===== src/rtl/clocks_4004_gen.sv =====
// clocks_4004_gen: two-phase non-overlapping clock, chip reset and subcycle generator for 4004 cores.
// Latency: every output is registered; the first cycle after ereset_n is sampled high has p = 0.
// Backpressure: none; with CLOCKS_4004_STEP_EN defined, run/step can halt or single-step the generator.
module clocks_4004_gen #(
  parameter int PERIOD        = 20,
  parameter int CLK1_W        = 6,
  parameter int CLK2_W        = 6,
  parameter int GAP           = 2,
  parameter int RESET_PERIODS = 16
) (
  input  logic       eclk,
  input  logic       ereset_n,
  input  logic       run,
  input  logic       step,
  output logic       reset,
  output logic       clk1,
  output logic       clk2,
  output logic       period_start,
  output logic [2:0] subcyc,
  output logic       halted
);

  // Phase decode boundaries, all in the 8-bit phase counter domain.
  localparam logic [7:0] P_LAST = 8'(PERIOD - 1);
  localparam logic [7:0] C1_END = 8'(CLK1_W);
  localparam logic [7:0] C2_BEG = 8'(CLK1_W + GAP);
  localparam logic [7:0] C2_END = 8'(CLK1_W + GAP + CLK2_W);

  // Reset countdown counts period starts already seen while reset is high.
  localparam int             RCW      = (RESET_PERIODS > 1) ? $clog2(RESET_PERIODS) : 1;
  localparam logic [RCW-1:0] RST_LAST = RCW'(RESET_PERIODS - 1);

  typedef enum logic [1:0] {
    S_RESET = 2'd0,
    S_RUN   = 2'd1,
    S_HALT  = 2'd2,
    S_STEP  = 2'd3
  } state_t;

  state_t         state;
  state_t         state_nxt;
  logic           go;          // the next cycle is an active (clocking) cycle
  logic           at_last;     // current cycle is p = PERIOD-1
  logic           new_per;     // the next cycle is p = 0 of a new period
  logic [7:0]     p_q;
  logic [7:0]     p_nxt;
  logic [RCW-1:0] rst_cnt;
  logic [RCW-1:0] rst_cnt_nxt;
  logic           reset_nxt;
  logic           clk1_nxt;
  logic           clk2_nxt;
  logic           ps_nxt;
  logic [2:0]     subcyc_nxt;

  // State register; ereset_n low forces RESET on the next edge.
  always_ff @(posedge eclk) begin
    if (!ereset_n) begin
      state <= S_RESET;
    end else begin
      state <= state_nxt;
    end
  end

  // Next-state logic and the "advance the phase counter" decision.
  always_comb begin
    state_nxt = state;
    go        = 1'b1;
    at_last   = (p_q == P_LAST);
    case (state)
      S_RESET: begin
        state_nxt = S_RUN;
      end
      S_RUN: begin
`ifdef CLOCKS_4004_STEP_EN
        // Halting only happens at a period boundary and never during chip reset.
        if (at_last && !reset && !run) begin
          state_nxt = S_HALT;
          go        = 1'b0;
        end
`endif
      end
`ifdef CLOCKS_4004_STEP_EN
      S_HALT: begin
        // run wins over step when both are seen together.
        if (run) begin
          state_nxt = S_RUN;
        end else if (step) begin
          state_nxt = S_STEP;
        end else begin
          go = 1'b0;
        end
      end
      S_STEP: begin
        // step pulses are ignored here; only run at the period end matters.
        if (at_last) begin
          if (run) begin
            state_nxt = S_RUN;
          end else begin
            state_nxt = S_HALT;
            go        = 1'b0;
          end
        end
      end
`endif
      default: begin
        state_nxt = S_RESET;
      end
    endcase
  end

  // Phase counter advance, phase decodes, reset countdown and subcycle index.
  always_comb begin
    p_nxt       = p_q;
    reset_nxt   = reset;
    rst_cnt_nxt = rst_cnt;
    subcyc_nxt  = subcyc;
    if (go) begin
      p_nxt = at_last ? 8'd0 : (p_q + 8'd1);
    end
    new_per  = go && (p_nxt == 8'd0);
    clk1_nxt = go && (p_nxt < C1_END);
    clk2_nxt = go && (p_nxt >= C2_BEG) && (p_nxt < C2_END);
    ps_nxt   = new_per;
    if (state == S_RESET) begin
      // Leaving RESET starts period 0 of the chip reset hold.
      reset_nxt   = 1'b1;
      rst_cnt_nxt = '0;
      subcyc_nxt  = 3'd0;
    end else if (new_per) begin
      if (reset) begin
        // subcyc stays 0 through the period in which reset drops.
        subcyc_nxt = 3'd0;
        if (rst_cnt == RST_LAST) begin
          reset_nxt = 1'b0;
        end else begin
          rst_cnt_nxt = rst_cnt + 1'b1;
        end
      end else begin
        subcyc_nxt = subcyc + 3'd1;
      end
    end
  end

  // Output and counter registers; p is parked at PERIOD-1 so the first active cycle is p = 0.
  always_ff @(posedge eclk) begin
    if (!ereset_n) begin
      p_q          <= P_LAST;
      rst_cnt      <= '0;
      reset        <= 1'b1;
      clk1         <= 1'b0;
      clk2         <= 1'b0;
      period_start <= 1'b0;
      subcyc       <= 3'd0;
    end else begin
      p_q          <= p_nxt;
      rst_cnt      <= rst_cnt_nxt;
      reset        <= reset_nxt;
      clk1         <= clk1_nxt;
      clk2         <= clk2_nxt;
      period_start <= ps_nxt;
      subcyc       <= subcyc_nxt;
    end
  end

`ifdef CLOCKS_4004_STEP_EN
  // halted is high exactly while the generator sits in HALT.
  always_ff @(posedge eclk) begin
    if (!ereset_n) begin
      halted <= 1'b0;
    end else begin
      halted <= (state_nxt == S_HALT);
    end
  end
`else
  // Without run/step control the generator never halts and the inputs are dropped.
  logic unused_ctrl;
  assign unused_ctrl = run ^ step;
  assign halted      = 1'b0;
`endif

  // The two phases must never be high together.
  assert property (@(posedge eclk) disable iff (!ereset_n) !(clk1 && clk2));

endmodule


===== config.mk =====
export PLATFORM = sky130hd
export DESIGN_NAME = clocks_4004_gen
export DESIGN_NICKNAME = d
export VERILOG_FILES = /design/src/rtl/clocks_4004_gen.sv
export SDC_FILE = /design/constraint.sdc
export NUM_CORES = 1
export LEC_CHECK = 0
export CORE_UTILIZATION = 40
export DETAILED_ROUTE_END_ITERATION = 10
export PLACE_DENSITY_LB_ADDON = 0.1
export SLEW_MARGIN = 40
export SYNTH_ARGS = -nofsm -noshare
export SYNTH_HDL_FRONTEND = slang
export SYNTH_SLANG_ARGS = --single-unit

===== constraint.sdc =====
create_clock -name eclk -period 3.2 [get_ports eclk]
set_clock_uncertainty 0.05 [all_clocks]
set_input_delay 0.64 -clock eclk [delete_from_list [all_inputs] [get_ports eclk]]
set_output_delay 0.64 -clock eclk [all_outputs]
set_load 0.1 [all_outputs]

==> results of run 1 <==
-- kinds of logic (layout without fill, tap and decap cells) --
kind of cell               count (synthesis)  in the layout  share of synthesized area [%]
muxes                                      1              1                          0.973
DFF                                       20             20                           38.9
xor gates and xnor gates                   4              4                           3.41
adders and majority gates                  4              4                           4.62
other                                      1              1                          0.365
buffers and inverters                      7             14                           3.65
AOI/OAI and AO/OA                         27             27                           19.8
and+or+nand+nor                           50             50                           28.2
-- final timing paths --
kind / cells past startpoint / slack [ns] / startpoint / to
worst min-delay path: 2 / 0.43 / rst_cnt[3] / rst_cnt[3]
worst min register to register: 2 / 0.43 / rst_cnt[3] / rst_cnt[3]
worst max register to register: 6 / 0.81 / p_q[0] / subcyc[2]
worst max-delay path: 6 / 0.81 / p_q[0] / subcyc[2]
-- per-stage QoR --
step,instances,worst slack (ns),utilization (%)
finish,151,0.810,46.9
global route,151,0.593,46.9
CTS,151,0.835,46.9
detailed placement,147,0.841,44.8
global placement,147,0.873,44.8
floorplan,114,1.15,-
-- flip-flops by register name, summed over array words and instances, names as in the netlist --
signal,flops
p_q,8
state,1
subcyc,3
clk2,1
period_start,1
clk1,1
rst_cnt,4
reset,1
-- cell usage in the layout (no fill, tap or decap), drive strengths merged, types with 3 or more instances in the layout --
| cell type | count |
|---|---|
| a21oi | 5 |
| and2 | 3 |
| buf | 7 |
| clkbuf | 3 |
| dfxtp | 20 |
| ha | 3 |
| nand2 | 8 |
| nand2b | 5 |
| nand3 | 5 |
| nand4 | 5 |
| nor2 | 7 |
| nor3 | 4 |
| o21ai | 7 |
| o311ai | 4 |
| o31ai | 3 |
| or3 | 6 |
-- critical path: stages, from the launching register on --
cell and delay (ns):
dfxtp_1 0.42, ha_1 0.32, nand2_1 0.09, a2111oi_1 0.61, o311ai_2 0.27, o311ai_0 0.41
o31ai_1 0.12
-- area by class of cell --
class | count | area, sq um | area share (%)
flip-flops and latches | 20 | 400 | 34.8
clock buffers | 3 | 22.5 | 1.96
clock inverters | 1 | 30.0 | 2.61
inverters | 2 | 7.51 | 0.652
well taps | 30 | 37.5 | 3.26
repair buffers | 8 | 62.6 | 5.43
multi-input cells | 87 | 591 | 51.3
-- routing by layer --
layer | track usage, % | part of all wire, % | vias to the layer above
li1 | - | - | 442
met1 | 20.7 | 43 | 419
met2 | 30.2 | 50 | 19
met3 | 6.09 | 4.9 | 5
met4 | 6.58 | 1.3 | 0
met5 | 0 | 0 | -
-- power by group through the flow --
stage	sequential, uW	clock (uW)	combinational (uW)
2_1_floorplan	389	0	238
3_3_place_gp	333	0	353
3_5_place_dp	333	0	354
4_1_cts	327	216	357
5_1_grt	335	230	394
6_report	328	213	357
==> run summary, run 1 <==
status: completed
Post-CTS Hold Buffers: 0
post-synth top area cell: dfxtp_1
Clk pin slew, worst setup/hold paths: 0.13 ns
GPL Wtd Cong: 0.789
Final min period: 2.39 ns
drt total wl: 2050 microns
layout cells sized above 1: 14.0%
initial core utilization: 41.9%
asr flop ratio synth: 0%
register share of total power: 36.5%
placed inst area: 1100 sq um
largest net degree at the start of global routing: 13
Core Rows: 18
synth cell count leaders: dfxtp_1, nand2_1, nor2_1, o21ai_0
Hold Slack: 0.432 ns
DRT iter0 DRCs: 16
post-synthesis cell area: 1030 sq um
CTS tree: built
clk_lat worst skew: 0.32 ns
Slew @ Worst Pin: 0.618 ns
NetSw: 370 uW
post-route ant nets: 0
Yosys reg bits: 20
most frequent cell after synthesis: dfxtp_1
pwr dens: 781 nW/um^2
I/O pin cnt: 12
post-DP HPWL: 1510 microns
Critical Path Start Type: flop
Die ar.: 2780 sq um
cell area after layout: 1150 sq um
Slew Limit Fails: 0
predominant post-synthesis flop cell: dfxtp_1
# fillers: 249
max_slew headroom: 58.7%
Switching Share: 41.1%
Core ar.: 2450 sq um
vias in the first global route: 807
Sum Neg Setup Slack: 0 ns
top cells by area, synth: dfxtp_1, ha_1, o21ai_0
Clock Sinks: 20
Port Buffers: 8
Data arrival, critical path: 2.55 ns
GRT overflow: 0
Setup CP Type: reg -> reg
area growth from synthesis to layout: 11.9%
sequential fraction of the synthesis area: 38.9%
vias: 885
Via density: 5.86
Syn Inst Count: 114
TritonCTS buffer count: 3
global-route wire length before repair: 3550 microns
crit path max fanout: 8
Total GRT Usage: 17.9%
Distinct cells, synth: 42
initial antenna violation count: 0
number of flops mapped to enable cells by yosys: 0
Die Y: 52.7 microns
RSZ-0062 raised after global routing: false
# setup viols final: 0
overall power: 899 uW
Initial DRT Pass Iterations: 4
Critical Path End Type: flop
max_cap viols: 0
Routed wire per std cell: 13.6 microns
drt drc: 0
Comb pwr share: 39.7%
share of total power in the clock network: 23.7%
Synth top area share: 38.9%
# H-tree levels: 1
peak supply drop: 0.588 mV
CP Data Required Time: 3.36 ns
P_int: 529 uW
final worst path period share: 74.7%
Mapped Nets: 121
post-CTS setup buffers: 0
Ant. Diodes: 0
root buffer cell: clkbuf_4
synthesis warning total: 0
syn_area_per_cell: 9.02 sq um
Min-Delay Path Class: reg -> reg
nets: 129
deepest clock path buffer count: 2
Post-CTS Resized: 0
die width: 52.7 microns
leakage: 0.000422 uW
Peak Freq: 418 MHz
Final Hold Viols: 0
No activity file was read; power rests on OpenSTA's default activity.
==> inputs of run 2 (changes only) <==
==> constraint.sdc (replaced) <==
create_clock -name eclk -period 2 [get_ports eclk]
set_clock_uncertainty 0.05 [all_clocks]
set_input_delay 0.4 -clock eclk [delete_from_list [all_inputs] [get_ports eclk]]
set_output_delay 0.4 -clock eclk [all_outputs]
set_load 0.1 [all_outputs]
==> run 2 against run 1 <==
Compared with the run above:
- register-to-register slack worse by 0.79 ns
- clock power up 10%
- sequential power increased by 65%
- final area is 29% higher
- core utilization up 14 points
- total power is 98% higher
- clock-buffer cell count increased by 1
- cell count up 17%
==> run summary, run 2 (synthesized netlist as in run 1, its figures left out) <==
r2r worst-path depth: 6 (unchanged)
drt total wl: 2510 microns (+22%)
RSZ-0062 raised after global routing: true
cell area after layout: 1490 sq um (+29%)
deepest clock path buffer count: 2 (unchanged)
I/O pin cnt: 12 (unchanged)
CP Data Required Time: 2.19 ns (-1.17 ns)
max_cap viols: 0 (unchanged)
Peak Freq: 504 MHz (+20%)
post-DP HPWL: 1690 microns (+12%)
Setup CP Type: reg -> reg
biggest regs: p_q (8), rst_cnt (4), subcyc (3)
share of total power in the clock network: 13.2% (-10 points)
CTS tree: built
Slew Limit Fails: 0 (unchanged)
Data arrival, critical path: 2.17 ns (-0.38 ns)
commonest non-fill, non-tap cell in the layout: buf_4
# fillers: 206 (-17%)
worst path bufs/invs: 1 (+1)
register share of total power: 30.5% (-6.0 points)
vias: 983 (+11%)
Inst Count DP: 167 (+14%)
Setup WS pre-CTS: -0.0975 ns (-0.939 ns)
NetSw: 720 uW (+95%)
Clock Sinks: 20 (unchanged)
GPL Wtd Cong: 0.783 (-0.71%)
layout cells sized above 1: 39.7% (+26 points)
Total GRT Usage: 19.5% (+1.6 points)
root buffer cell: clkbuf_4
CP max-delay cell: or4_1
TritonCTS buffer count: 3 (unchanged)
most frequent cells in the layout: buf_4, dfxtp_1, nand2_1, o21ai_0, nor2_1
Clk pin slew, worst setup/hold paths: 0.11 ns (-0.02 ns)
Hold Crit Endpoint: rst_cnt[3]
Final Hold Viols: 0 (unchanged)
Top reg by flops: p_q
vias in the first global route: 912 (+13%)
P_int: 1060 uW (+100%)
# setup viols final: 0 (unchanged)
final worst slack: 0.0151 ns (-0.795 ns)
global-route wire length before repair: 3990 microns (+12%)
pwr dens: 1190 nW/um^2 (+53%)
Via density: 5.59 (-4.7%)
Hold Slack: 0.434 ns (+0.00266 ns)
die width: 52.7 microns (unchanged)
nets: 154 (+19%)
Routed wire per std cell: 14.2 microns (+4.8%)
GRT overflow: 0 (unchanged)
Die Y: 52.7 microns (unchanged)
max FFs per register: 8 (unchanged)
Final Non-Filler Cells: 176 (+17%)
leakage: 0.000568 uW (+35%)
peak supply drop: 0.914 mV (+55%)
Final min period: 1.98 ns (-0.405 ns)
R2R Path End: subcyc[0]
internal reg-to-reg setup slack: 0.02 ns (-0.79 ns)
Switching Share: 40.5% (-0.69 points)
Ant. Diodes: 0 (unchanged)
Sum Neg Setup Slack: 0 ns (unchanged)
crit path max fanout: 6 (-2)
Comb pwr share: 56.3% (+17 points)
DRT iter0 DRCs: 25 (+9)
Hold Path Cell Cnt: 2 (unchanged)
drt drc: 0 (unchanged)
largest net degree at the start of global routing: 12 (-1)
Port Buffers: 8 (unchanged)
clk_lat worst skew: 0.30 ns (-0.02 ns)
area growth from synthesis to layout: 44.8%
initial core utilization: 41.9% (unchanged)
# H-tree levels: 1 (unchanged)
post-route ant nets: 0 (unchanged)
final worst path period share: 99.2% (+25 points)
Min-Delay Path Class: reg -> reg
Hold Path Origin: rst_cnt[3]
Critical Path End Type: flop
Critical Path Start Type: flop
crit-path cells: buf_4 > nand4_4 > nor4_4 > o311ai_4 > or4_1 > a21oi_1
Die ar.: 2780 sq um (unchanged)
initial antenna violation count: 0 (unchanged)
Initial DRT Pass Iterations: 4 (unchanged)
CP top delay family: simple AND/OR/NAND/NOR gates
placed inst area: 1270 sq um (+16%)
r2r startpoint: p_q[1]
Crit path largest cell delay: 0.49 ns (-0.12 ns)
Core ar.: 2450 sq um (unchanged)
status: completed
Core Rows: 18 (unchanged)
-- run 2: cell types whose count changed in the layout (fill, tap and decap cells not counted), moves of 2 or more --
cell	before	now
buf_12	0	2
buf_4	7	30
dfxtp_1	20	14
dfxtp_2	0	2
dfxtp_4	0	4
nor3_1	4	2
nor3_4	0	2
or3_1	5	3
or3_4	1	3
-- run 2: final cells by class --
| type | count | area, sq um | share of cell area [%] |
|---|---|---|---|
| inverters | 2 | 7.51 | 0.504 |
| flip-flops and latches | 20 | 418 | 28.1 |
| clock buffers | 4 | 36.3 | 2.44 |
| multi-input cells | 87 | 714 | 48.0 |
| well taps | 30 | 37.5 | 2.52 |
| repair buffers | 33 | 275 | 18.5 |
-- run 2: power by group through the flow --
stage	Sequential [uW]	Combinational, uW	Clock, uW
floorplan	626	392	0
global placement	527	765	0
detailed placement	528	779	0
CTS	532	846	248
global route	552	1070	265
finish	542	1000	235
-- run 2: worst max path at each step --
| stage | depth (start not counted) | to | startpoint | slack, ns |
|---|---|---|---|---|
| 6_report | 6 | subcyc[0] | p_q[1] | 0.02 |
| 3_5_place_dp | 6 | rst_cnt[2] | p_q[0] | -0.1 |
| 4_1_cts | 6 | subcyc[0] | p_q[0] | 0.005 |
| 2_1_floorplan | 6 | subcyc[0] | p_q[0] | 0.03 |
| 3_3_place_gp | 6 | subcyc[0] | p_q[0] | -0.06 |
| 5_1_grt | 5 | subcyc[0] | p_q[3] | -0.04 |
-- run 2: through the flow --
| stage | utilization [%] | total power [uW] |
|---|---|---|
| 6_report | 60.7 | 1780 |
| 5_1_grt | 60.7 | 1890 |
| 4_1_cts | 56.1 | 1630 |
| 3_5_place_dp | 51.9 | 1310 |
| 3_3_place_gp | 51.9 | 1290 |
| 2_1_floorplan | - | 1020 |
-- run 2: routing by layer --
| layer | vias to the layer above | part of all wire, % | track usage (%) |
|---|---|---|---|
| met2 | 16 | 54 | 35.9 |
| met4 | 0 | 0.60 | 4.39 |
| met1 | 478 | 42 | 22.0 |
| li1 | 487 | - | - |
| met5 | - | 0 | 0 |
| met3 | 2 | 2.8 | 4.93 |
-- run 2: worst min-delay path: stages (launching register included) --
cell,delay (ns)
dfxtp_1,0.34
nand2_1,0.05
mux2i_1,0.05
-- run 2: what timing repair did --
item / in CTS / in global routing
setup buffers: 0 / 5
hold buffers: 0 / 0
endpoints found under the setup margin: 8 / 6
pin swaps: 0 / 10
gates resized for setup: 13 / 16
==> inputs of run 3 (changes only) <==
--- a/config.mk
+++ b/config.mk
@@ -8,6 +8,7 @@
 export CORE_UTILIZATION = 40
 export DETAILED_ROUTE_END_ITERATION = 10
 export PLACE_DENSITY_LB_ADDON = 0.1
+export SETUP_SLACK_MARGIN = 0.2
 export SLEW_MARGIN = 40
 export SYNTH_ARGS = -nofsm -noshare
 export SYNTH_HDL_FRONTEND = slang
==> run 3 against run 2 <==
Compared with the run above:
- core utilization shrank 0.46 points
- non-clock buffer count down 8
- first-iteration DRC count shrank 80%
- flip-flop and latch count did not move
- wire length up 5.1%
==> run summary, run 3 (synthesized netlist as in run 1, its figures left out) <==
r2r startpoint: p_q[0]
layout cells sized above 1: 42.0% (+2.3 points)
nets: 146 (-5.2%)
final worst slack: 0.0104 ns (-0.00470 ns)
initial antenna violation count: 0 (unchanged)
max_slew headroom: 60.4%
Core ar.: 2450 sq um (unchanged)
status: completed
commonest non-fill, non-tap cell in the layout: buf_4
vias: 959 (-2.4%)
pwr dens: 1240 nW/um^2 (+3.8%)
post-route ant nets: 0 (unchanged)
most frequent cells in the layout: buf_4, dfxtp_1, nand2_1, nor2_1
Final min period: 1.99 ns (+0.00470 ns)
final worst path period share: 99.5% (+0.23 points)
internal reg-to-reg setup slack: 0.01 ns (about the same)
TritonCTS buffer count: 3 (unchanged)
Die Y: 52.7 microns (unchanged)
biggest regs: p_q (8), rst_cnt (4), subcyc (3)
root buffer cell: clkbuf_4
drt total wl: 2640 microns (+5.1%)
GRT overflow: 0 (unchanged)
r2r worst-path depth: 5 (-1)
Clock Sinks: 20 (unchanged)
Post-CTS Hold Buffers: 0 (unchanged)
Slew @ Worst Pin: 0.593 ns
GPL Wtd Cong: 0.783 (unchanged)
clk_lat worst skew: 0.30 ns (about the same)
Hold Path Cell Cnt: 2 (unchanged)
max FFs per register: 8 (unchanged)
largest net degree at the start of global routing: 13 (+1)
Data arrival, critical path: 2.17 ns (about the same)
cell area after layout: 1480 sq um (-0.76%)
CP Data Required Time: 2.18 ns (about the same)
Clk pin slew, worst setup/hold paths: 0.12 ns (about the same)
Min-Delay Path Class: reg -> reg
Die ar.: 2780 sq um (unchanged)
max_cap viols: 0 (unchanged)
Setup WS pre-CTS: 0.00263 ns (+0.100 ns)
Ant. Diodes: 0 (unchanged)
Core Rows: 18 (unchanged)
crit path max fanout: 6 (unchanged)
Routed wire per std cell: 15.7 microns (+10%)
R2R Path End: subcyc[0]
peak supply drop: 0.924 mV (+1.1%)
Final Hold Viols: 0 (unchanged)
deepest clock path buffer count: 2 (unchanged)
Top reg by flops: p_q
I/O pin cnt: 12 (unchanged)
# H-tree levels: 1 (unchanged)
Peak Freq: 503 MHz (-0.24%)
Slew Limit Fails: 0 (unchanged)
Hold Path Origin: rst_cnt[3]
global-route wire length before repair: 3960 microns (-0.70%)
Hold Crit Endpoint: rst_cnt[3]
placed inst area: 1250 sq um (-1.9%)
RSZ-0062 raised after global routing: true
Initial DRT Pass Iterations: 4 (unchanged)
drt drc: 0 (unchanged)
# setup viols final: 0 (unchanged)
Critical Path Start Type: flop
die width: 52.7 microns (unchanged)
Via density: 5.71 (+2.2%)
area growth from synthesis to layout: 43.7%
CTS tree: built
Port Buffers: 8 (unchanged)
DRT iter0 DRCs: 5 (-80%)
Total GRT Usage: 19.8% (+0.36 points)
leakage: 0.000533 uW (-6.2%)
vias in the first global route: 871 (-4.5%)
post-DP HPWL: 1690 microns (-0.31%)
Setup CP Type: reg -> reg
initial core utilization: 41.9% (unchanged)
Critical Path End Type: flop
Core Util, Final: 60.2% (-0.46 points)
-- run 3: worst max path at each step --
stage | startpoint | end | slack (ns) | cells after the start
after floorplan | p_q[6] | subcyc[0] | 0.15 | 6
after global placement | p_q[0] | subcyc[0] | 0.02 | 6
after detailed placement | p_q[0] | subcyc[0] | 0.003 | 6
after CTS | p_q[0] | subcyc[0] | 0.04 | 6
after global routing | p_q[0] | subcyc[0] | -0.07 | 5
final | p_q[0] | subcyc[0] | 0.01 | 5
-- run 3: area by class of cell --
type	count	area, sq um
Fill cell	208	977
Tap cell	30	37.5
Timing Repair Buffer	25	194
Multi-Input combinational cell	87	771
Clock inverter	1	30.0
Sequential cell	20	415
Clock buffer	3	22.5
Inverter	2	7.51
-- run 3: power breakdown --
part | total, uW | leakage, uW | switching, uW | internal [uW]
Sequential | 523 | 0.000165 | 59.4 | 463
Clock | 328 | 0.0000279 | 126 | 202
Combinational | 981 | 0.000341 | 573 | 408
Total | 1830 | 0.000533 | 759 | 1070
-- run 3: stage by stage --
stage,power [uW],setup TNS (ns),cells,hold slack (ns)
3_5_place_dp,1290,0,157,0.420
3_3_place_gp,1280,0,157,0.410
4_1_cts,1690,0,165,0.437
2_1_floorplan,1080,0,114,0.393
5_1_grt,1940,-0.159,168,0.464
6_report,1830,0,168,0.433
-- run 3: metal layers --
metal	part of all wire, %	wire length [microns]	global-route usage, %
met2	53	1400	34.6
met3	1.7	44	2.61
met4	0.95	25	7.89
met5	0	0	0
met1	44	1160	24.1
-- run 3: critical path: stages, from the launching register on --
cell and delay, ns:
dfxtp_4 0.39, nand4_2 0.22, o21ai_1 0.40, o311ai_4 0.21, or4_1 0.53, a21oi_2 0.13
-- run 3: timing repair --
action	CTS	global route
setup endpoints to repair	7	11
pin swaps	10	14
endpoints found under the hold margin	0	0
buffers inserted	4	3
gates resized for setup	7	18
